**src/rtl/y86_pkg.sv**
```systemverilog
// Shared Y86 encodings: status codes, instruction codes, register IDs.
package y86_pkg;

  localparam logic [3:0] SAOK = 4'd1;
  localparam logic [3:0] SHLT = 4'd2;
  localparam logic [3:0] SADR = 4'd3;
  localparam logic [3:0] SINS = 4'd4;

  localparam logic [3:0] IHALT   = 4'h0;
  localparam logic [3:0] INOP    = 4'h1;
  localparam logic [3:0] IRRMOVQ = 4'h2;
  localparam logic [3:0] IIRMOVQ = 4'h3;
  localparam logic [3:0] IRMMOVQ = 4'h4;
  localparam logic [3:0] IMRMOVQ = 4'h5;
  localparam logic [3:0] IOPQ    = 4'h6;
  localparam logic [3:0] IJXX    = 4'h7;
  localparam logic [3:0] ICALL   = 4'h8;
  localparam logic [3:0] IRET    = 4'h9;
  localparam logic [3:0] IPUSHQ  = 4'hA;
  localparam logic [3:0] IPOPQ   = 4'hB;

  localparam logic [3:0] RNONE = 4'hF;

  // Faults that a wrong-path instruction may raise and that must not retire.
  function automatic logic is_fault_stat(input logic [3:0] stat);
    return (stat == SHLT) || (stat == SADR) || (stat == SINS);
  endfunction

endpackage

```
**src/rtl/sat_counter.sv**
```systemverilog
// Saturating up-counter with synchronous active-high clear.
module sat_counter #(
  parameter int unsigned W = 16
) (
  input  logic         clk,
  input  logic         rst,
  input  logic         inc,
  output logic [W-1:0] count
);

  logic [W-1:0] r_count;

  always_ff @(posedge clk) begin
    if (rst) begin
      r_count <= '0;
    end else if (inc && (r_count != {W{1'b1}})) begin
      r_count <= r_count + W'(1);
    end
  end

  assign count = r_count;

endmodule

```
**src/rtl/pipe_stage_reg.sv**
```systemverilog
// Reusable Y86 inter-stage pipeline register with load/stall/bubble control,
// wrong-path status masking, stall/bubble counters and a sticky conflict flag.
module pipe_stage_reg
  import y86_pkg::*;
#(
  parameter int unsigned WORD_W             = 64,
  parameter int unsigned REG_W              = 4,
  parameter int unsigned CNT_W              = 16,
  parameter bit          MASK_ON_MISPREDICT = 1'b1
) (
  input  logic              clk,
  input  logic              rst,
  input  logic              stall,
  input  logic              bubble,
  input  logic              mispredict,
  input  logic [3:0]        in_stat,
  input  logic [3:0]        in_icode,
  input  logic [3:0]        in_ifun,
  input  logic [WORD_W-1:0] in_valC,
  input  logic [WORD_W-1:0] in_valA,
  input  logic [WORD_W-1:0] in_valB,
  input  logic [REG_W-1:0]  in_dstE,
  input  logic [REG_W-1:0]  in_dstM,
  input  logic [REG_W-1:0]  in_srcA,
  input  logic [REG_W-1:0]  in_srcB,
  output logic [3:0]        out_stat,
  output logic [3:0]        out_icode,
  output logic [3:0]        out_ifun,
  output logic [WORD_W-1:0] out_valC,
  output logic [WORD_W-1:0] out_valA,
  output logic [WORD_W-1:0] out_valB,
  output logic [REG_W-1:0]  out_dstE,
  output logic [REG_W-1:0]  out_dstM,
  output logic [REG_W-1:0]  out_srcA,
  output logic [REG_W-1:0]  out_srcB,
  output logic              out_valid,
  output logic [CNT_W-1:0]  stall_cnt,
  output logic [CNT_W-1:0]  bubble_cnt,
  output logic              ctl_conflict
);

  logic [3:0]        r_stat, r_icode, r_ifun;
  logic [WORD_W-1:0] r_valC, r_valA, r_valB;
  logic [REG_W-1:0]  r_dstE, r_dstM, r_srcA, r_srcB;
  logic              r_valid;
  logic              r_conflict;
  logic [3:0]        w_stat_ld;
  logic              w_stall_inc;

  assign w_stat_ld = (MASK_ON_MISPREDICT && mispredict && is_fault_stat(in_stat)) ? SAOK
                                                                                  : in_stat;
  // A bubble overrides a stall, so a simultaneous request counts only as a bubble.
  assign w_stall_inc = stall && !bubble;

  // Reset and bubble load the same NOP image; only reset also clears the counters.
  always_ff @(posedge clk) begin
    if (rst || bubble) begin
      r_stat  <= SAOK;
      r_icode <= INOP;
      r_ifun  <= 4'h0;
      r_valC  <= '0;
      r_valA  <= '0;
      r_valB  <= '0;
      r_dstE  <= {REG_W{1'b1}};
      r_dstM  <= {REG_W{1'b1}};
      r_srcA  <= {REG_W{1'b1}};
      r_srcB  <= {REG_W{1'b1}};
      r_valid <= 1'b0;
    end else if (!stall) begin
      r_stat  <= w_stat_ld;
      r_icode <= in_icode;
      r_ifun  <= in_ifun;
      r_valC  <= in_valC;
      r_valA  <= in_valA;
      r_valB  <= in_valB;
      r_dstE  <= in_dstE;
      r_dstM  <= in_dstM;
      r_srcA  <= in_srcA;
      r_srcB  <= in_srcB;
      r_valid <= 1'b1;
    end
  end

  always_ff @(posedge clk) begin
    if (rst) begin
      r_conflict <= 1'b0;
    end else if (stall && bubble) begin
      r_conflict <= 1'b1;
    end
  end

  sat_counter #(
    .W (CNT_W)
  ) u_stall_cnt (
    .clk   (clk),
    .rst   (rst),
    .inc   (w_stall_inc),
    .count (stall_cnt)
  );

  sat_counter #(
    .W (CNT_W)
  ) u_bubble_cnt (
    .clk   (clk),
    .rst   (rst),
    .inc   (bubble),
    .count (bubble_cnt)
  );

  assign out_stat     = r_stat;
  assign out_icode    = r_icode;
  assign out_ifun     = r_ifun;
  assign out_valC     = r_valC;
  assign out_valA     = r_valA;
  assign out_valB     = r_valB;
  assign out_dstE     = r_dstE;
  assign out_dstM     = r_dstM;
  assign out_srcA     = r_srcA;
  assign out_srcB     = r_srcB;
  assign out_valid    = r_valid;
  assign ctl_conflict = r_conflict;

endmodule

```
**config.mk**
```make
export PLATFORM = sky130hd
export DESIGN_NAME = pipe_stage_reg
export DESIGN_NICKNAME = d
export VERILOG_FILES = /design/src/rtl/y86_pkg.sv /design/src/rtl/sat_counter.sv /design/src/rtl/pipe_stage_reg.sv
export SDC_FILE = /design/constraint.sdc
export NUM_CORES = 1
export LEC_CHECK = 0
export CAP_MARGIN = 20
export CORE_AREA = 2 2 185 187
export CTS_CLUSTER_DIAMETER = 120
export DETAILED_ROUTE_END_ITERATION = 12
export DIE_AREA = 0 0 187 189
export GPL_TIMING_DRIVEN = 0
export PLACE_DENSITY = 0.63
export SYNTH_ARGS = -nofsm -noshare
export SYNTH_HDL_FRONTEND = slang
export SYNTH_HIERARCHICAL = 1
export SYNTH_SLANG_ARGS = --single-unit
```
**constraint.sdc**
```tcl
create_clock -name clk -period 4.75 [get_ports clk]
set_input_delay 0.7125 -clock clk [delete_from_list [all_inputs] [get_ports clk]]
set_output_delay 0.7125 -clock clk [all_outputs]
set_load 0.05 [all_outputs]
```
Word level (Yosys, flattened, before mapping)
Index checks and enable logic that the tools add are counted.
{ "classes": {"n_eq_ne": 5, "reduce_logical": 9, "n_addsub": 2, "mux": 1} }
{ "ops": {"columns": ["op", "count"], "rows": [
  ["$add 16x1->16 const B", 2],
  ["$ne 16x16->1 const B", 2],
  ["$eq 4x2->1 const B", 2],
  ["$logic_and 1x1->1", 5],
  ["$eq 4x3->1 const B", 1],
  ["$mux 4", 1],
  ["$logic_or 1x1->1", 3],
  ["$logic_not 1->1", 1]
]} }
{ "totals": {"reg_bits": 254, "out_inout_bits": 254, "elab_cells": 31, "inputBits": 225} }

Logic depth before layout (Yosys ltp)
Gate-level depths: netlist of the first run.
{ "logic_depth": {"ltp_word": 5, "ltp_mapped": 8, "mapped_depth_nobuf": 6} }

Modules after synthesis
The synthesis of the first run kept the hierarchy.
{ "by_module_without_submodules": {"columns": ["mod", "cells_per_inst", "n_inst", "area_each_um2"], "rows": [
  ["pipe_stage_reg", 722, 1, 8199.1],
  ["sat_counter", 99, 2, 848.3]
]} }

Worst setup path after synthesis of the first run
Ideal clock, no wire load.
{ "synth_timing": {"kind": "input -> register", "from": "in stall", "to": "reg u_stall_cnt.r_count[13] (netlist: u_stall_cnt/count[13])", "t_arrival_ns": 2.196, "slack_ns": 2.483, "stages": 8, "required_time_ns": 4.680, "cell_sequence": "buf_2 buf_4 inv_1 nor2_1 nand2_1 clkbuf_1 or4_1 a21oi_1"} }
{ "synth_between": {"elab_chain_cells": 2} }
{ "synth_lines": {"columns": ["element", "line_no", "source"], "rows": [
  ["start: declaration", "pipe_stage_reg.sv:13", "input logic stall,"],
  ["$logic_and 1x1->1", "pipe_stage_reg.sv:53", "assign w_stall_inc = stall && !bubble;"],
  ["net w_stall_inc", "pipe_stage_reg.sv:48", "logic w_stall_inc;"],
  ["$logic_and 1x1->1", "sat_counter.sv:16", "end else if (inc && (r_count != {W{1'b1}})) begin"],
  ["end signal: assignment", "sat_counter.sv:17", "r_count <= r_count + W'(1);"],
  ["end: declaration", "sat_counter.sv:11", "logic [W-1:0] r_count;"]
]} }
The timed path passes the listed nets, and every way through them passes these cells.
A chain may end at the register's enable or synchronous reset.

Final worst setup path of the first run
{ "layout_timing": {"from": "reg u_stall_cnt.r_count[5] (netlist: u_stall_cnt/count[5])", "to": "out stall_cnt[5]"} }
{ "layout_lines": {"columns": ["element", "line_no", "source"], "rows": [
  ["end: declaration", "pipe_stage_reg.sv:37", "output logic [CNT_W-1:0] stall_cnt,"]
]} }
No word-level cell between the ends.

==> results of run 1 <==
-- cells by family after synthesis --
| family | after synthesis | synth area share, % |
|---|---|---|
| simple gates | 320 | 17.07 |
| compound gates | 53 | 3.313 |
| xor+xnor | 5 | 0.4425 |
| flops | 254 | 51.38 |
| mux | 222 | 22.48 |
| fa+ha+maj | 2 | 0.2528 |
| buf+inv | 64 | 5.058 |
-- worst paths after layout --
| path | cells past startpoint | to | startpoint | slack, ps |
|---|---|---|---|---|
| max | 1 | stall_cnt[5] | u_stall_cnt/count[5]$_SDFFE_PP0P_ | 2130 |
| min reg2reg | 2 | out_stat[2]$_SDFFE_PP0N_ | out_stat[2]$_SDFFE_PP0N_ | 470 |
| max reg2reg | 6 | u_bubble_cnt/count[9]$_SDFFE_PP0P_ | u_bubble_cnt/count[0]$_SDFFE_PP0P_ | 2860 |
| min | 2 | out_stat[2]$_SDFFE_PP0N_ | out_stat[2]$_SDFFE_PP0N_ | 470 |
-- registers in the layout (all words and copies together) (netlist names), 16 cells and up --
signal and count:
out_valC 64, u_stall_cnt/count 16, out_valB 64, u_bubble_cnt/count 16
out_valA 64
-- area by class of cell --
type | count | area [um^2] | area share (%)
antenna | 1 | 2.502 | 0.01543
inverter | 7 | 26.28 | 0.1621
tap | 448 | 560.5 | 3.457
clock buffer | 36 | 792.0 | 4.885
multi-input combinational | 602 | 4310 | 26.59
clock inverter | 15 | 187.7 | 1.158
sequential | 254 | 5085 | 31.36
buffer | 57 | 474.2 | 2.925
timing repair buffer | 477 | 4775 | 29.45
-- worst reg2reg max path: stages, from the launching register on --
cell and delay [ps]:
dfxtp_1 430, ha_1 260, nand3_1 150, nor4_4 390, buf_2 320, o31ai_1 110, a21oi_1 160
-- stage by stage --
stage	instance area, um^2	total power, uW
floorplan	9896	2745
global placement	15230	3119
detailed placement	15230	3127
CTS	16210	5451
global route	16210	5577
finish	16210	5367
-- synthesized netlist by cell type, drive strengths merged, types with 7 or more instances --
| cell type | number |
|---|---|
| a21oi | 23 |
| o31ai | 12 |
| nand4 | 8 |
| mux2i | 220 |
| nand2 | 33 |
| or4 | 14 |
| dfxtp | 254 |
| nor3 | 8 |
| inv | 7 |
| buf | 51 |
| nor2 | 215 |
| nand3 | 12 |
| o21ai | 8 |
-- per-layer routing --
metal	vias to the layer above	GRT usage, %	part of all wire (%)
li1	4191	-	-
met1	3958	21.10	41
met2	275	32.60	51
met3	40	4.430	6.3
met4	0	4.670	1.9
met5	-	0	0
-- cells in the final DEF (no fill, tap or decap), types with 8 or more instances in the layout --
cell / n
o31ai_1: 12
clkdlybuf4s50_1: 477
mux2i_1: 220
buf_4: 19
clkbuf_1: 9
o21ai_0: 8
nand3_1: 12
buf_2: 10
nor2_1: 185
nand2_1: 31
nor3_1: 8
nor2_4: 30
or4_1: 14
buf_6: 17
clkbuf_16: 29
dfxtp_1: 254
a21oi_1: 23
-- report_power, final --
| group | leakage [uW] | switching, uW | internal (uW) |
|---|---|---|---|
| Clock | 0.000483 | 898 | 1390 |
| Combinational | 0.00388 | 453 | 392 |
| Sequential | 0.00207 | 34.4 | 2200 |
==> results_dict.tcl, run 1 <==
set metrics [dict create \
    cts_tree "built" \
    path_clk_slew_ps 60 \
    syn-num-nets 1147 \
    worst-setup-path-type "reg2out" \
    synthCells 920 \
    wl_per_cell_um 17.39 \
    vias 8464 \
    syn_to_final_growth_pct 63.84 \
    arrival_ps 1900 \
    synth_top_area_share_pct 51.38 \
    dp.cells 1845 \
    synthFlopType "dfxtp_1" \
    finalMaxSlewViolations 0 \
    ys_types 38 \
    cts_buffers 29 \
    die_x_um 187 \
    rows 67 \
    end_kind "primary output" \
    critPathSlowestCell "clkdlybuf4s50_1" \
    hold-worst-slack_ps 465.1 \
    setup_slack_ps 2135 \
    drt_iter0_drc 244 \
    slew_headroom_pct 46.36 \
    ant_nets 0 \
    skew_ps 8.245 \
    start_kind "flop" \
    route.detailed.drc 0 \
    post_cts_buffers 0 \
    cts_sinks 254 \
    crit_buf_inv 1 \
    layout_worst_path_cycle_share_pct 55.06 \
    min_path_type "reg2reg" \
    grt_pass1_vias 8512 \
    cts_root_buf "clkbuf_16" \
    setup_viol 0 \
    critPathTopFamily "buffers and inverters" \
    synth-seq-area-share_pct 51.38 \
    synth_area_um2 9896 \
    ys_seq_elements 254 \
    dp_slack_ps 1952 \
    nets 1655 \
    rsz0062_at_grt "no" \
    power_density_nw_per_um2 331.0 \
    syn_area_per_cell_um2 10.76 \
    fin_crit_ps 2615 \
    die-area_um2 35340 \
    htree_num_levels 1 \
    path_cells "clkdlybuf4s50_1" \
    synthArstFlopShare_pct 0 \
    grt_max_degree 14 \
    die_h_um 189 \
    leakagePower_uw 0.006436 \
    holdBufCountCts 0 \
    setup_tns_ps 0 \
    synth_area_leaders "dfxtp_1 (51%), mux2i_1 (22%), nor2_1 (7.0%), nor2_4 (3.4%), buf_6 (1.9%)" \
    overflow 0 \
    gp_congestion 0.8255 \
    io_buffers 477 \
    max_slew.worst_pin.slew_ps 794.3 \
    synth_area_leader_cell "dfxtp_1" \
    grt_first_pass_wirelength_mm 49.89 \
    yosysWarnings 6 \
    synth_edf_count 0 \
    max_cap_viol_count 0 \
    wl_mm 32.99 \
    core_um2 33280 \
    antenna_found_initial 1 \
    hold_violations 0 \
    grtUsageTotal_pct 17.96 \
    irDropWorstVdd_mv 0.2228 \
    fmax_ghz 0.3824 \
    worstPathRequired_ps 4040 \
    outcome "finished, final reports clean" \
    dp_hpwl_mm 25.46 \
    ctsResizeCount 0 \
    cp_max_fo 7 \
    viasPerCell 4.462 \
    ioPinCount 479 \
    start_util_pct 29.73 \
    cts_buffer_depth 3 \
    fill_cells 3162 \
    clkLatencyLatePin_ps 540 \
    drive_gt1_share_pct 9.323 \
    slowest_delay_ps 880 \
    instances_no_fill 1897 \
    dr.pass1.iters 4 \
    final_core_util_pct 48.72 \
]
No activity file was read; power rests on OpenSTA's default activity.
==> run 2: changes to the inputs <==
Settings changed: CORE_AREA 2 2 185 187 to 2 2 188 190, DIE_AREA 0 0 187 189 to 0 0 190 192.
Clock period 4.75 ns to 2.3 ns, I/O delays scaled along.
==> run 2 against run 1 <==
- sequential power grew 110%
- global-route usage shrank 0.68 points
- clock skew shrank 1.3 ps
- final cell count grew 0.21%
- highest routed layer is now met5
- sequential cell count is the same
- combinational power grew 110%
- clock-buffer cell count grew 9
- critical path depth is the same
==> results_dict.tcl, run 2 (synthesis gave the netlist of run 1 again) <==
set metrics [dict create \
    outcome "finished, final reports clean" \
    grt_pass1_vias 8259 \
    dr.pass1.iters 4 \
    die_h_um 192 \
    slew_headroom_pct 52.09 \
    hold_violations 0 \
    nets 1656 \
    viasPerCell 4.442 \
    cts_buffer_depth 3 \
    min_path_type "in2reg" \
    drt_iter0_drc 213 \
    antenna_found_initial 3 \
    finalMaxSlewViolations 0 \
    vias 8445 \
    max_slew.worst_pin.slew_ps 716.0 \
    route.detailed.drc 0 \
    cts_tree "built" \
    reg2regPathDepth 6 \
    core_um2 34290 \
    dr.max_layer_used "met5" \
    fin_crit_ps 2226 \
    route.met3.wl_mm 2.406 \
    hold-worst-slack_ps 394.7 \
    critPathTopFamily "buffers and inverters" \
    fin_area_um2 16150 \
    dp.cells 1852 \
    instances_no_fill 1901 \
    switching_share_pct 26.07 \
    setup_slack_ps 74.29 \
    power_frac_seq_pct 42.9 \
    cp.depth 1 \
    clockPowerShare_pct 40.8 \
    syn_to_final_growth_pct 63.16 \
    cts_sinks 254 \
    wl_mm 33.52 \
    max_cap_viol_count 0 \
    drive_gt1_share_pct 8.720 \
    cp_max_fo 8 \
    wl_per_cell_um 17.63 \
    p_sw_uw 2797 \
    p_int_uw 7932 \
    post_dp_cell_area_um2 15240 \
    leakagePower_uw 0.006446 \
    irDropWorstVdd_mv 0.5492 \
    fmax_ghz 0.4493 \
    end_kind "primary output" \
    wl_met1_mm 13.75 \
    slowest_delay_ps 880 \
    gp_congestion 0.8283 \
    rsz0062_at_grt "no" \
    dp_slack_ps -185.9 \
    die-area_um2 36480 \
    combPwrFrac_pct 16.3 \
    worst-setup-path-type "reg2out" \
    cts_buffers 30 \
    setup_viol 0 \
    grt_max_degree 15 \
    start_util_pct 28.86 \
    path_clk_slew_ps 60 \
    grtUsageTotal_pct 17.28 \
    skew_ps 6.962 \
    rows 68 \
    clkLatencyLatePin_ps 550 \
    arrival_ps 1880 \
    final_cell_mix "clkdlybuf4s50_1 (474), dfxtp_1 (254), mux2i_1 (220)" \
    hold_depth 3 \
    grt_first_pass_wirelength_mm 49.10 \
    crit_buf_inv 1 \
    fill_cells 3204 \
    critPathSlowestCell "clkdlybuf4s50_1" \
    io_buffers 477 \
    ant_nets 0 \
    final_common_cell "clkdlybuf4s50_1" \
    power_density_nw_per_um2 664.6 \
    overflow 0 \
    dp_hpwl_mm 26.12 \
    final_core_util_pct 47.09 \
    cts_root_buf "clkbuf_16" \
    wl_met2_mm 16.64 \
    die_x_um 190 \
    path_cells "clkdlybuf4s50_1" \
    worstPathRequired_ps 1960 \
    htree_num_levels 1 \
    ioPinCount 479 \
    start_kind "flop" \
    layout_worst_path_cycle_share_pct 96.77 \
]
==> run 2: changes by cell type in the layout (fill, tap and decap cells not counted), sizes merged <==
cell,before,now
bufinv,4,0
clkbuf,42,51
clkdlybuf4s50,477,474
clkinv,8,2
clkinvlp,2,1
dlymetal6s2s,0,3
inv,8,7
==> run 2: path summary, 6_finish.rpt <==
check	start	end	slack, ps
setup reg to reg	u_stall_cnt/count[0]$_SDFFE_PP0P_	u_stall_cnt/count[7]$_SDFFE_PP0P_	420
setup / recovery	u_stall_cnt/count[2]$_SDFFE_PP0P_	stall_cnt[2]	70
hold / removal	in_dstM[1]	out_dstM[1]$_SDFFE_PP1N_	390
hold reg to reg	out_valid$_SDFFE_PP0N_	out_valid$_SDFFE_PP0N_	470
==> run 2: power by group through the flow <==
stage                     Combinational, uW  Sequential (uW)  Clock (uW)
after floorplan                         515             5150           0
after detailed placement               1760             4700           0
after global placement                 1750             4700           0
final                                  1750             4610        4370
after CTS                              1760             4610        4530
after global routing                   1840             4620        4690
==> run 2: per-stage QoR <==
| stage | power (uW) | setup TNS (ps) |
|---|---|---|
| 4_1_cts | 10900 | 0 |
| 3_3_place_gp | 6445 | -581.5 |
| 3_5_place_dp | 6459 | -891.3 |
| 2_1_floorplan | 5670 | 0 |
| 6_report | 10730 | 0 |
| 5_1_grt | 11160 | 0 |
==> run 2: final cells by class <==
type | count | area, um^2 | area share (%)
inverters | 7 | 26.28 | 0.1627
diodes | 1 | 2.502 | 0.01550
repair buffers | 477 | 4782 | 29.62
well taps | 455 | 569.3 | 3.526
clock inverters | 3 | 17.52 | 0.1085
clock buffers | 45 | 878.3 | 5.440
plain buffers | 57 | 474.2 | 2.937
multi-input cells | 602 | 4310 | 26.70
flip-flops and latches | 254 | 5085 | 31.49
==> run 2: layer usage <==
layer | up-vias | GRT usage, %
met3 | 39 | 4.604
met5 | - | 0
li1 | 4179 | -
met1 | 3948 | 20.69
met4 | 2 | 3.906
met2 | 277 | 30.84
==> run 2: what timing repair did <==
item,in CTS,in global routing
buffers inserted,0,0
endpoints found under the setup margin,0,3
hold buffers,0,0
gates resized for setup,0,3
